[src/rtl/if_fetch_unit.sv]
// Instruction fetch front end: owns the PC, issues in-order imem requests, buffers returned words for IF/ID.
// Latency: a response word accepted in cycle N is presented in cycle N+1; redirect takes effect the next cycle.
// Backpressure: requests are credit-limited to DEPTH (in flight + buffered); if_id_write=0 holds the presented word.

module if_fetch_fifo #(
    parameter int W     = 64,
    parameter int DEPTH = 2
) (
    input  logic         clk,
    input  logic         reset_n,
    input  logic         flush,
    input  logic         push_vld,
    input  logic [W-1:0] push_dat,
    input  logic         pop_rdy,
    output logic [W-1:0] pop_dat
);
    localparam int AW = $clog2(DEPTH);

    logic [W-1:0]  mem [DEPTH];
    logic [AW-1:0] wr_ptr;
    logic [AW-1:0] rd_ptr;

    always_ff @(posedge clk or negedge reset_n) begin
        if (!reset_n) begin
            wr_ptr <= '0;
            rd_ptr <= '0;
        end else if (flush) begin
            wr_ptr <= '0;
            rd_ptr <= '0;
        end else begin
            if (push_vld) wr_ptr <= wr_ptr + 1'b1;
            if (pop_rdy)  rd_ptr <= rd_ptr + 1'b1;
        end
    end

    always_ff @(posedge clk) begin
        if (push_vld) mem[wr_ptr] <= push_dat;
    end

    assign pop_dat = mem[rd_ptr];
endmodule

module if_fetch_unit #(
    parameter logic [63:0] RESET_PC = 64'h0,
    parameter int          PC_STEP  = 4,
    parameter int          DEPTH    = 2
) (
    input  logic        clk,
    input  logic        reset_n,
    input  logic        if_id_write,
    input  logic        redirect,
    input  logic [63:0] redirect_addr,
    output logic        imem_req_valid,
    input  logic        imem_req_ready,
    output logic [63:0] imem_req_addr,
    input  logic        imem_resp_valid,
    input  logic [31:0] imem_resp_data,
    output logic        inst_valid,
    output logic [31:0] Instruction,
    output logic [63:0] Inst_Addr
);
    localparam int             AW        = $clog2(DEPTH);
    localparam int             CW        = AW + 1;
    localparam logic [CW-1:0]  CNT_ONE   = CW'(1);
    localparam logic [CW:0]    DEPTH_LIM = (CW+1)'(DEPTH);

    logic [63:0]   pc;
    logic [CW-1:0] outstanding;
    logic [CW-1:0] drop_cnt;
    logic [CW-1:0] buf_cnt;
    logic [63:0]   ent_addr [DEPTH];
    logic [31:0]   ent_data [DEPTH];
    logic [63:0]   tag_addr;

    logic          req_hs;
    logic          resp_any;
    logic          resp_drop;
    logic          resp_live;
    logic          buf_pop;
    logic          credit;
    logic [CW:0]   occ_eff;
    logic [CW-1:0] wr_idx;

    assign resp_any  = imem_resp_valid && (outstanding != '0);
    assign resp_drop = resp_any && !redirect && (drop_cnt != '0);
    assign resp_live = resp_any && !redirect && (drop_cnt == '0);
    assign buf_pop   = inst_valid && if_id_write && !redirect;

    // A live response moves a slot from in-flight to buffered, so only pops and drops free credit.
    always_comb begin
        occ_eff = {1'b0, outstanding} + {1'b0, buf_cnt}
                - {{CW{1'b0}}, buf_pop} - {{CW{1'b0}}, resp_drop};
        credit  = (occ_eff < DEPTH_LIM);
    end

    assign imem_req_valid = reset_n && credit && !redirect;
    assign imem_req_addr  = pc;
    assign req_hs         = imem_req_valid && imem_req_ready;
    assign wr_idx         = buf_cnt - (buf_pop ? CNT_ONE : '0);

    always_ff @(posedge clk or negedge reset_n) begin
        if (!reset_n) begin
            pc          <= RESET_PC;
            outstanding <= '0;
            drop_cnt    <= '0;
        end else begin
            if (redirect)    pc <= redirect_addr;
            else if (req_hs) pc <= pc + 64'(PC_STEP);

            case ({req_hs, resp_any})
                2'b10:   outstanding <= outstanding + CNT_ONE;
                2'b01:   outstanding <= outstanding - CNT_ONE;
                default: outstanding <= outstanding;
            endcase

            // Everything still in flight after a redirect belongs to the old stream.
            if (redirect)       drop_cnt <= outstanding - (resp_any ? CNT_ONE : '0);
            else if (resp_drop) drop_cnt <= drop_cnt - CNT_ONE;
        end
    end

    // Shift buffer: entry 0 is the presented head, unused entries are kept zero.
    always_ff @(posedge clk or negedge reset_n) begin
        if (!reset_n) begin
            buf_cnt <= '0;
            for (int i = 0; i < DEPTH; i++) begin
                ent_addr[i] <= '0;
                ent_data[i] <= '0;
            end
        end else if (redirect) begin
            buf_cnt <= '0;
            for (int i = 0; i < DEPTH; i++) begin
                ent_addr[i] <= '0;
                ent_data[i] <= '0;
            end
        end else begin
            if (buf_pop) begin
                for (int i = 0; i < DEPTH - 1; i++) begin
                    ent_addr[i] <= ent_addr[i+1];
                    ent_data[i] <= ent_data[i+1];
                end
                ent_addr[DEPTH-1] <= '0;
                ent_data[DEPTH-1] <= '0;
            end
            if (resp_live) begin
                ent_addr[wr_idx[AW-1:0]] <= tag_addr;
                ent_data[wr_idx[AW-1:0]] <= imem_resp_data;
            end
            case ({resp_live, buf_pop})
                2'b10:   buf_cnt <= buf_cnt + CNT_ONE;
                2'b01:   buf_cnt <= buf_cnt - CNT_ONE;
                default: buf_cnt <= buf_cnt;
            endcase
        end
    end

    if_fetch_fifo #(.W(64), .DEPTH(DEPTH)) u_tag_q (
        .clk      (clk),
        .reset_n  (reset_n),
        .flush    (redirect),
        .push_vld (req_hs),
        .push_dat (pc),
        .pop_rdy  (resp_live),
        .pop_dat  (tag_addr)
    );

    assign inst_valid  = (buf_cnt != '0);
    assign Instruction = ent_data[0];
    assign Inst_Addr   = ent_addr[0];

    resp_has_owner: assert property (@(posedge clk) disable iff (!reset_n)
        imem_resp_valid |-> (outstanding != '0));
endmodule
[config.mk]
export PLATFORM = sky130hd
export DESIGN_NAME = if_fetch_unit
export DESIGN_NICKNAME = d
export VERILOG_FILES = /design/src/rtl/if_fetch_unit.sv
export SDC_FILE = /design/constraint.sdc
export NUM_CORES = 1
export LEC_CHECK = 0
export CAP_MARGIN = 10
export CORE_ASPECT_RATIO = 1.2
export CORE_MARGIN = 5
export CORE_UTILIZATION = 28
export CTS_CLUSTER_SIZE = 25
export DETAILED_ROUTE_END_ITERATION = 12
export PLACE_DENSITY = 0.51
export SLEW_MARGIN = 20
export SYNTH_ARGS = -nofsm -noshare
export SYNTH_HDL_FRONTEND = slang
export SYNTH_SLANG_ARGS = --single-unit
[constraint.sdc]
create_clock -name clk -period 13.1 [get_ports clk]
set_input_delay 1.31 -clock clk [delete_from_list [all_inputs] [get_ports clk]]
set_output_delay 1.31 -clock clk [all_outputs]
set_load 0.05 [all_outputs]
* Yosys cells after proc, flatten, opt, wreduce, memory -nomap -nowiden
Memory sizes are Yosys's and may differ from the RTL's.
Index checks and enable logic that the tools add are counted.
** Word-level totals
- Bits in registers :: 264
- Bits in writable memories :: 128
- Output and inout bits :: 162
- Memories :: 1
** Memory list
- u_tag_q.mem :: words 2, bits a word 64, rd ports 1, clocked after Yosys merged registers in 0, wr ports 1, RTL line 19 : logic [W-1:0] mem [DEPTH];
** Operators by class
- Add/sub/neg operators :: 13
- Order comparisons :: 3
- Equal/unequal tests :: 4
- Muxes and demuxes :: 29
- Bitwise gates (word level) :: 1
- Reductions and logical operators :: 20
** Operators with widths (number)
- 2-to-1 mux 128 bit :: 4
- 2-to-1 mux 64 bit :: 7
- bitwise mux 128 bit :: 1
- adder 64 x 3 -> 64 bit (second input constant) :: 1
- bitwise mux 64 bit :: 1
- demux 64 bit (select 1 bit) :: 1
- demux 32 bit (select 1 bit) :: 1
- 2-to-1 mux 32 bit :: 1
- nonzero test 2 bit :: 7
- logical AND 1 bit :: 10
- 2-to-1 mux 1 bit :: 8
- case mux 2 bit (2 select lines) :: 2
- 2-to-1 mux 2 bit :: 3
- subtractor 2 x 1 -> 2 bit (second input constant) :: 3
- subtractor 3 x 1 -> 3 bit :: 2
- adder 2 x 1 -> 2 bit (second input constant) :: 2
- equality test 2 x 1 -> 1 bit (second input constant) :: 2
- equality test 2 bit (second input constant) :: 2
- adder 2 x 2 -> 3 bit :: 1
- < comparator 3 x 2 -> 1 bit (second input constant) :: 1
- nonzero test 3 bit :: 1
- adder 1 bit (second input constant) :: 2
- >= comparator 2 bit (second input constant) :: 1
- logical NOT 2 bit :: 1
- other kinds (5) :: 5

* Logic depth before layout (Yosys ltp)
- Depth in word-level cells :: 13
- Depth in mapped cells :: 19

* Modules after synthesis
A second synthesis with hierarchy kept.
** Unflattened totals
- Cell total of the unflattened synthesis :: 1694
- Area total of the unflattened synthesis :: 18780.5 sq um
** Modules (own cells, without submodules)
- if_fetch_unit :: instances 1, cells an instance 1487, area an instance 13868.3 sq um
- if_fetch_fifo :: instances 1, cells an instance 207, area an instance 4912.2 sq um

* Worst setup path after synthesis
Ideal clock, no wire load.
- Path kind :: input-to-reg
- Start :: input redirect
- End :: memory u_tag_q.mem[0][0] (enable)
- Setup time :: 0.488 ns
- Arrival time :: 7.365 ns
- Required time :: 12.612 ns
- Setup slack :: 5.247 ns
- Stages :: 14
- Buffers on the path :: 5
- Cells stage by stage :: clkbuf_1 > clkbuf_1 > buf_1 > nor2_1 > fa_1 > fa_1 > nand2b_1 > fa_1 > nand4b_1 > nor2b_1 > inv_2 > clkbuf_1 > clkbuf_1 > nor2_1
** Between the ends
- Longest elaborated chain between the ends :: 10
- Elaborated cells between the ends (all ways) :: 12
- Classes of those cells :: add/sub (2); order compare (1); mux (2); reduce/logical (7)
** Ends and longest elaborated chain
- from (decl) :: RTL line 51 : input logic redirect,
- logical NOT 1 bit (*) :: RTL line 85, 87, 96
- logical AND 1 bit, on equally long branches :: RTL line 87, 85
- subtractor 3 x 1 -> 3 bit or logical AND 1 bit (tied branches) :: RTL line 92, 85
- subtractor 3 x 1 -> 3 bit :: RTL line 92 : - {{CW{1'b0}}, buf_pop} - {{CW{1'b0}}, resp_drop};
- < comparator 3 x 2 -> 1 bit :: RTL line 93 : credit = (occ_eff < DEPTH_LIM);
- logical AND 1 bit :: RTL line 96 : assign imem_req_valid = reset_n && credit && !redirect;
- logical AND 1 bit (*) :: RTL line 96
- logical AND 1 bit (*) :: RTL line 98 : assign req_hs = imem_req_valid && imem_req_ready;
- 2-to-1 mux 1 bit (*) :: RTL line 37 : if (push_vld) mem[wr_ptr] <= push_dat;
- 2-to-1 mux 1 bit (not written as such) (*) :: RTL line 37
- to (decl) :: RTL line 19
Mark *: on every way between the ends. The rest lies on a longest branch, timed or not.

* Final worst setup path
- Start :: input if_id_write
- End :: output imem_req_valid
** Between the ends
- Longest elaborated chain between the ends :: 7
** Ends and longest elaborated chain
- from (decl) :: RTL line 50 : input logic if_id_write,
- logical AND 1 bit (2 in series) :: RTL line 87 : assign buf_pop = inst_valid && if_id_write && !redirect;
- subtractor 3 x 1 -> 3 bit (2 in series) :: RTL line 92
- < comparator 3 x 2 -> 1 bit :: RTL line 93
- logical AND 1 bit (2 in series) :: RTL line 96
- to (decl) :: RTL line 53 : output logic imem_req_valid,
No other way between the ends.

==> results_dict.tcl <==
set metrics [dict create \
    die_w_um 245 \
    syn_area_per_cell_um2 10.9 \
    finalMaxSlewViolations 0 \
    drive_above_1_share_pct 9.75 \
    postCtsHoldBufs 0 \
    arrival_ns 5.49 \
    syn_nets 1818 \
    vias_per_cell 4.98 \
    postCtsSetupBuffers 0 \
    setup_tns_ns 0 \
    drt-wirelength-per-cell_um 21.2 \
    max_slew_margin_pct 23.0 \
    cts_tree "yes" \
    fill_cells 6550 \
    regArea_um2 10500 \
    ys_ff_latch 392 \
    clk_pin_slew_ns 0.06 \
    crit_path_end_kind "primary output" \
    clk_latency_ns 0.58 \
    pwr_density_cell_nw_per_um2 168 \
    rsz0062_at_grt "false" \
    synthFlopType "dfrtp_1" \
    synth_xor_xnor_area_share_pct 0.330 \
    async_flop_share_pct 67.3 \
    synth-simple-area-share_pct 15.2 \
    power.total_uw 3850 \
    synth_cell_types 60 \
    multiInputGateArea_um2 6930 \
    start_kind "input pin" \
    clock-skew-final_ns 0.0225 \
    report.final.hold_viol_count 0 \
    antenna_found_initial 0 \
    leakage_uw 0.00916 \
    crit_start "if_id_write" \
    finalCritPeriodShare_pct 51.9 \
    h-tree-depth 2 \
    clock_sinks 392 \
    postRouteAntennaNets 0 \
    grt_max_degree 170 \
    drt_iter0_drc 1113 \
    netlist_instances 1708 \
    cts_made_buffers 43 \
    track_usage_pct 15.7 \
    synth_fa_ha_area_share_pct 0.659 \
    nets 1932 \
    clock_path_buffers 3 \
    area_growth_pct 23.0 \
    start_util_pct 28.2 \
    path_max_fanout 25 \
    worstPathRequired_ns 11.79 \
    synth_area_um2 18600 \
    wirelength_um 58100 \
    synth_edf_count 128 \
    ios 264 \
    via_count 13700 \
    drc 0 \
    num_antenna_cells 0 \
    synth_top_family_by_area "simple AND/OR/NAND/NOR gates" \
    portBuffers 263 \
    grt_pass1_wl_um 88300 \
    synth_compound_area_share_pct 11.3 \
    synthMuxAreaShare_pct 9.50 \
    grt-ovfl-total 0 \
    ir_drop_uv 71.6 \
    yosysSeqAreaShare_pct 56.2 \
    cts_root_buffer "clkbuf_16" \
    setup_viol 0 \
    path_class "in -> out" \
    drt_pass1_iterations 6 \
    hp-start "ent_data[8]" \
    fmax_ghz 0.147 \
    gp_congestion 0.819 \
    die_y_um 292 \
    core_area_um2 65900 \
    worstMarginPinSlew_ns 1.16 \
    status "complete, no violations" \
    maxCapViolations 0 \
    post_cts_resized 0 \
    rr_startpoint "buf_cnt[1]" \
    ys_warn_count 0 \
    rows 103 \
    hp-class "reg -> reg" \
    die-area_um2 71700 \
    grt_pass1_vias 13400 \
    hpwl_um 38100 \
    post-route-util_pct 34.7 \
    min_period_ns 6.80 \
]
layout make-up:
cell class / count / share of cell area, %
Tap cell: 892 / 4.88
Multi-Input combinational cell: 1084 / 30.3
Timing Repair Buffer: 283 / 12.3
Inverter: 18 / 0.295
Clock inverter: 17 / 1.07
Sequential cell: 392 / 45.7
Clock buffer: 63 / 5.48
kinds of logic (layout without fill, tap and decap cells):
logic type | Yosys count | count (layout)
simple gates | 586 | 586
buf+inv | 232 | 381
xor+xnor | 7 | 7
flops | 392 | 392
compound gates | 315 | 315
fa+ha+maj | 8 | 8
mux | 168 | 168
stage by stage:
| step | cells | cell area (µm²) | hold slack, ns | worst slack, ns |
|---|---|---|---|---|
| 2_1_floorplan | 1708 | 18600 | 0.464 | 5.25 |
| 3_3_place_gp | 2669 | 21400 | 0.520 | 6.27 |
| 3_5_place_dp | 2669 | 21400 | 0.526 | 6.29 |
| 4_1_cts | 2749 | 22900 | 0.534 | 6.27 |
| 5_1_grt | 2749 | 22900 | 0.548 | 6.14 |
| 6_report | 2749 | 22900 | 0.532 | 6.30 |
worst max-delay path: stages:
cell and delay [ns]:
clkdlybuf4s50_1 0.56, nand2_4 0.25, nor2_1 0.22, fa_1 0.46, fa_1 0.44, nand2b_1 0.17, fa_1 0.38, xor2_1 0.19
nand3_1 0.46, nor2_1 0.22, clkdlybuf4s50_1 0.83
report_power, final:
| group | switching (µW) | internal, µW |
|---|---|---|
| Sequential | 160 | 1420 |
| Combinational | 642 | 336 |
| Clock | 506 | 784 |
| Total | 1310 | 2540 |
metal layers:
| metal | track usage (%) | vias up | wire, µm |
|---|---|---|---|
| met4 | 4.69 | 0 | 1610 |
| met5 | 0 | - | 0 |
| met3 | 2.79 | 84 | 3470 |
| met1 | 22.1 | 6800 | 26000 |
| met2 | 24.9 | 420 | 27000 |
| li1 | - | 6385 | - |
synthesized netlist by cell type (15+ instances only):
master    instances  area (µm²)
edfxtp_1        128        3840
a211oi_1         97         728
buf_2            23         115
dfrtp_1         264        6610
o311ai_1         15         131
buf_4            96         721
nand3_1         145         726
mux2i_1         101        1010
nand2_1         190         713
and2_1           15        93.8
nand4_1          20         125
nor2_1          127         477
o21ai_0          19        95.1
clkbuf_1         80         300
o211ai_1         27         203
mux2_2           67         754
inv_1            17        63.8
buf_1            15        56.3
a21oi_1         105         526
layout by cell type, fill, tap and decap left out, types with 4 or more instances in the layout:
cell               n
dfrtp_1          263
clkdlybuf4s50_1  261
nand2_1          187
nand3_1          145
edfxtp_1         128
nor2_1           126
a21oi_1          105
mux2i_1          101
a211oi_1          97
mux2_2            67
clkbuf_16         45
o211ai_1          27
nand4_1           20
o21ai_0           19
buf_4             18
inv_1             17
o311ai_1          15
and2_1            14
or4_1             13
nor3_1            12
o311ai_0          12
clkbuf_1          12
or3_1             11
and3_1            11
a31oi_1           10
nor4_1             8
a221o_1            6
clkbuf_8           6
clkinv_2           6
bufinv_16          6
xnor2_1            5
ha_1               5
nor2b_1            4
a21o_1             4
nand4_2            4
a22oi_1            4
or2_2              4
clkinv_1           4
state kept, by name (all words and copies together), names as in the netlist:
register	cells
outstanding	2
u_tag_q.rd_ptr	1
u_tag_q.wr_ptr	1
imem_req_addr	64
Inst_Addr	64
buf_cnt	2
drop_cnt	2
Instruction	32
u_tag_q.mem	128
ent_data	32
ent_addr	64
final timing paths:
check	end	cells past startpoint	slack [ns]
worst max-delay path	imem_req_valid	11	6.30
min in group asynchronous	Inst_Addr[20]	1	0.71
worst min register to register	ent_data[8]	2	0.53
worst max register to register	u_tag_q.mem[1][60]	13	7.79
worst min-delay path	ent_data[8]	2	0.53
max in group asynchronous	ent_addr[53]	3	10.24
No activity file was read; power rests on OpenSTA's default activity.
